## src/rtl/dunc_core.sv

```systemverilog
// dunc_core: parametrised accumulator CPU core with a Moore FSM and a req/ack memory handshake.
module dunc_core #(
  parameter int DW = 16,
  parameter int AW = 12,
  parameter logic [AW-1:0] RESET_PC = '0
) (
  input  logic          CLK,
  input  logic          RESET,
  output logic          MEM_REQ,
  output logic          MEM_WE,
  output logic [AW-1:0] MEM_ADDR,
  output logic [DW-1:0] MEM_WDATA,
  input  logic [DW-1:0] MEM_RDATA,
  input  logic          MEM_ACK,
  output logic [AW-1:0] PC_OUT,
  output logic [DW-1:0] AC_OUT,
  output logic [3:0]    IR_OUT,
  output logic          AZ,
  output logic          AN,
  output logic          FETCH,
  output logic          HALTED
);
  typedef enum logic [1:0] {S_FETCH, S_DECODE, S_EXEC, S_HALT} state_t;
  localparam logic [3:0] OP_LDA = 4'h0, OP_STA = 4'h1, OP_ADD = 4'h2, OP_SUB = 4'h3,
                         OP_AND = 4'h4, OP_JMP = 4'h5, OP_BAN = 4'h6, OP_BAZ = 4'h7, OP_HLT = 4'hF;
  state_t state_q, state_d;
  logic [AW-1:0] pc_q, pc_d, op_q, op_d;
  logic [DW-1:0] ac_q, ac_d, alu;
  logic [3:0] ir_q, ir_d;
  always_ff @(posedge CLK or negedge RESET) begin
    if (!RESET) begin
      state_q <= S_FETCH;
      pc_q <= RESET_PC;
      ac_q <= '0;
      ir_q <= '0;
      op_q <= '0;
    end else begin
      state_q <= state_d;
      pc_q <= pc_d;
      ac_q <= ac_d;
      ir_q <= ir_d;
      op_q <= op_d;
    end
  end
  assign alu = ir_q == OP_LDA ? MEM_RDATA :
               ir_q == OP_ADD ? ac_q + MEM_RDATA :
               ir_q == OP_SUB ? ac_q - MEM_RDATA :
               ir_q == OP_AND ? ac_q & MEM_RDATA : ac_q;
  always_comb begin
    state_d = state_q;
    pc_d = pc_q;
    ac_d = ac_q;
    ir_d = ir_q;
    op_d = op_q;
    case (state_q)
      S_FETCH: if (MEM_ACK) begin
        ir_d = MEM_RDATA[DW-1 -: 4];
        op_d = MEM_RDATA[AW-1:0];
        pc_d = pc_q + AW'(1);
        state_d = S_DECODE;
      end
      S_DECODE: begin
        if (ir_q == OP_JMP || (ir_q == OP_BAN && AN) || (ir_q == OP_BAZ && AZ)) pc_d = op_q;
        state_d = ir_q == OP_HLT ? S_HALT : ir_q <= OP_AND ? S_EXEC : S_FETCH;
      end
      S_EXEC: if (MEM_ACK) begin
        ac_d = alu;
        state_d = S_FETCH;
      end
      default: ;
    endcase
  end
  // Reset gates the strobes so a pending access is dropped the instant reset asserts.
  assign MEM_REQ   = RESET && (state_q == S_FETCH || state_q == S_EXEC);
  assign MEM_WE    = RESET && state_q == S_EXEC && ir_q == OP_STA;
  assign MEM_ADDR  = state_q == S_EXEC ? op_q : pc_q;
  assign MEM_WDATA = ac_q;
  assign PC_OUT    = pc_q;
  assign AC_OUT    = ac_q;
  assign IR_OUT    = ir_q;
  assign AZ        = ac_q == '0;
  assign AN        = ac_q[DW-1];
  assign FETCH     = state_q == S_FETCH;
  assign HALTED    = state_q == S_HALT;
endmodule

```

## config.mk

```make
export PLATFORM = sky130hd
export DESIGN_NAME = dunc_core
export DESIGN_NICKNAME = d
export VERILOG_FILES = /design/src/rtl/dunc_core.sv
export SDC_FILE = /design/constraint.sdc
export NUM_CORES = 1
export LEC_CHECK = 0
export ABC_AREA = 1
export ABC_CLOCK_PERIOD_IN_PS = 2400
export CORE_ASPECT_RATIO = 0.6
export CORE_MARGIN = 4
export CORE_UTILIZATION = 35
export CTS_BUF_LIST = sky130_fd_sc_hd__clkbuf_8
export CTS_CLUSTER_SIZE = 28
export DETAILED_ROUTE_END_ITERATION = 8
export GPL_TIMING_DRIVEN = 1
export PLACE_DENSITY_LB_ADDON = 0.15
export SKIP_LAST_GASP = 1
export SYNTH_ARGS = -nofsm -noshare
export SYNTH_HDL_FRONTEND = slang
export SYNTH_SLANG_ARGS = --single-unit
```

## constraint.sdc

```tcl
create_clock -name CLK -period 2.4 [get_ports CLK]
set_input_delay 0.72 -clock CLK [delete_from_list [all_inputs] [get_ports CLK]]
set_output_delay 0.72 -clock CLK [all_outputs]
set_load 0.05 [all_outputs]
```

==> reports/metrics.cfg <==
[power]
switching_power_w=0.000478
swShare_pct=28.1
combPwrFrac_pct=17.9
peakVddDrop_v=0.000205
leakage_nw=3.70
clockPowerShare_pct=36.6
power_density_nw_per_um2=249
seqPwrFrac_pct=45.5
total_power_w=0.00170
internal_power_w=0.00122

[critical_path]
cp_top_family=buffers and inverters
crit_path_max_fanout=11
crit_type=reg -> out
critPathBufInv=3
r2r-start=AC_OUT[0]
crit_chain=inv_1 -> nor2_4 -> clkbuf_4 -> o21ai_1 -> buf_12
crit_path_start_kind=flop
endpoint_kind=primary output
crit_path_max_incr_delay_ns=0.41
crit_end=MEM_ADDR[9]
r2r_end=AC_OUT[12]
arrival_ns=1.63
crit_start=state_q[1]
r2r_setup_slack_ns=0.31
crit_slowest_cell=dfrtp_1
required_ns=1.68
rr_worst_depth=13
cp_num_cells=5

[detailed_routing]
drcViolationCount=0
vias_per_cell=5.00
route.vias.total=5374
wl_per_cell_um=16.1
dr.first_iter.drc_count=412
ant_nets=0
routed_wl_um=17300
drtPass1Iterations=5

[finish]
syn_to_final_growth_pct=42.0
num-fill-cells=1308
antennaDiodeCount=0
drive_gt1_share_pct=23.3
nNetsFinal=956
multi_input_area_um2=3270
register_area_um2=1160

[clock_tree]
ctsHoldBuffers=0
tritoncts=yes
cts-root-buf=clkbuf_8
clockBufferDepth=2
cts_made_buffers=5
clkSlewWorstSetupHoldPaths_ns=0.10
cts-htree-levels=2
clkLatencyLatePin_ns=0.32
cts_sinks=46

[die]
initial_utilization_pct=36.6
boundaryPins=85
dieWidth_um=159
rows=32
dieArea_um2=15700
die_y_um=98.7
core_um2=13100

[logic_synthesis]
synthDominantCellAreaShare_pct=24.0
synth_xor_xnor_area_share_pct=1.64
synthMuxAreaShare_pct=0.234
synth.top_cells.by_count=nand2_1, inv_1, o21ai_0
async_flop_share_pct=100
ys_ff_latch=46
netlist_instances=780
synth.largest_area_cell=dfrtp_1
synth_ff_type=dfrtp_1
synth_area_per_cell_um2=6.16
synth.top_cells.by_area=dfrtp_1, nand2_1, inv_1, ha_1, o21ai_0
ys_seq_area_share_pct=24.0
synth-simple-area-share_pct=33.9
synth_compound_area_share_pct=15.0
yosysMostFrequentCell=nand2_1
synthAdderAreaFrac_pct=9.17
synth_fp_nets=833
synth_top_family_by_area=simple AND/OR/NAND/NOR gates
synth_cell_types=41
netlist_area_um2=4800
synth_edf_count=0
yosysWarningCount=0

[sta]
rsz0062_at_grt=true
final.period_utilization_pct=97.8
fmax_ghz=0.426
worst_pin_slew_ns=0.646
clock_skew_ns=0.0131
slew_violations=0
hold_viol=0
fin_crit_ns=2.35
setup_ws_ns=0.0533
final-setup-viol-count=0
relSlewSlack_pct=57.0

[flow_run]
maxCapViolCount=0

[grt]
grt_usage_pct=21.3
grt_max_degree=47
grt_pass1_vias=4999
antenna_found_initial=0
overflow=0
grt_pass1_wl_um=27100

[run_status]
status=completed

[placed_design]
gp_congestion=0.919
io_buffers=84
dp_slack_ns=-0.598
place_hpwl_um=13400

[hold_path]
hold_class=reg -> reg

## registers in the layout (all words and copies together), names as in the netlist
name,flops
AC_OUT,16
IR_OUT,4
PC_OUT,12
op_q,12
state_q,2
## per-layer routing
| layer | vias up | share of wire, % | wire length [µm] | GRT usage [%] |
|---|---|---|---|---|
| met1 | 2482 | 52 | 8960 | 33.0 |
| li1 | 2707 | - | - | - |
| met3 | 16 | 5.8 | 1010 | 3.18 |
| met2 | 169 | 41 | 7120 | 31.8 |
| met5 | - | 0 | 0 | 0 |
| met4 | 0 | 1.1 | 184 | 3.33 |
## worst min-delay path, delay by kind of cell (launching register included)
kind | cells | cell delay [ns]
flip-flops | 1 | 0.38
AO/OA/AOI/OAI | 1 | 0.06
AND/OR/NAND/NOR | 1 | 0.05
## power groups by stage
stage	Combinational [W]	Sequential [W]	Clock (W)
CTS	0.000284	0.000774	0.000633
floorplan	0.000105	0.000790	0
global route	0.000333	0.000775	0.000665
finish	0.000304	0.000774	0.000623
detailed placement	0.000263	0.000790	0
global placement	0.000259	0.000790	0
## worst min-delay path by stage
stage | startpoint | endpoint | slack, ns | depth (start not counted)
after CTS | op_q[11] | op_q[11] | 0.53 | 2
after detailed placement | op_q[11] | op_q[11] | 0.50 | 2
after floorplan | RESET | AC_OUT[0] | 0.42 | 0
final | op_q[11] | op_q[11] | 0.53 | 2
after global routing | op_q[7] | op_q[7] | 0.57 | 2
after global placement | op_q[11] | op_q[11] | 0.50 | 2
## kinds of logic after synthesis
group,after synthesis
and+or+nand+nor,387
buffers and inverters,172
DFF,46
xor gates and xnor gates,9
AOI/OAI and AO/OA,131
muxes,1
adders and majority gates,34
## per-stage QoR
step,cell area (µm²),utilization (%),cells,TNS (ns),hold WS [ns]
floorplan,4810,-,780,0,0.424
global placement,6230,47.5,1062,-6.22,0.500
detailed placement,6230,47.5,1062,-6.56,0.504
CTS,6530,49.7,1071,-0.245,0.526
global route,6820,51.9,1074,-0.105,0.566
finish,6820,51.9,1074,0,0.526
## area by class of cell
cell class / instances / area share, %
clock buffers: 5 / 1.01
well taps: 170 / 3.12
flip-flops and latches: 46 / 17.0
clock inverters: 3 / 0.605
multi-input cells: 562 / 47.9
repair buffers: 162 / 23.4
inverters: 126 / 6.97
## layout by cell type (no fill, tap or decap), types with 5 or more instances in the layout
cell	n
buf_12	14
nand3_1	50
o21ai_0	49
dfrtp_2	5
inv_2	16
o21ai_1	19
nor3_2	5
dfrtp_1	41
nor2_1	49
a21oi_1	30
a31oi_1	7
nand2_2	18
ha_4	15
buf_4	85
clkdlybuf4s50_1	28
inv_1	110
nor2_2	7
nand2_1	229
nand3_2	5
a21oi_2	8
nand4_1	9
xor2_1	8
dlymetal6s2s_1	24
dlygate4sd2_1	6
ha_1	15
clkbuf_8	5
## what timing repair did
action / 4_1_cts / 5_1_grt
setup endpoints to repair: 18 / 46
pin swaps: 4 / 22
cloned: 0 / 1
resized for setup: 44 / 89
buffers inserted: 1 / 2
Power figures use the tool's default switching activity.
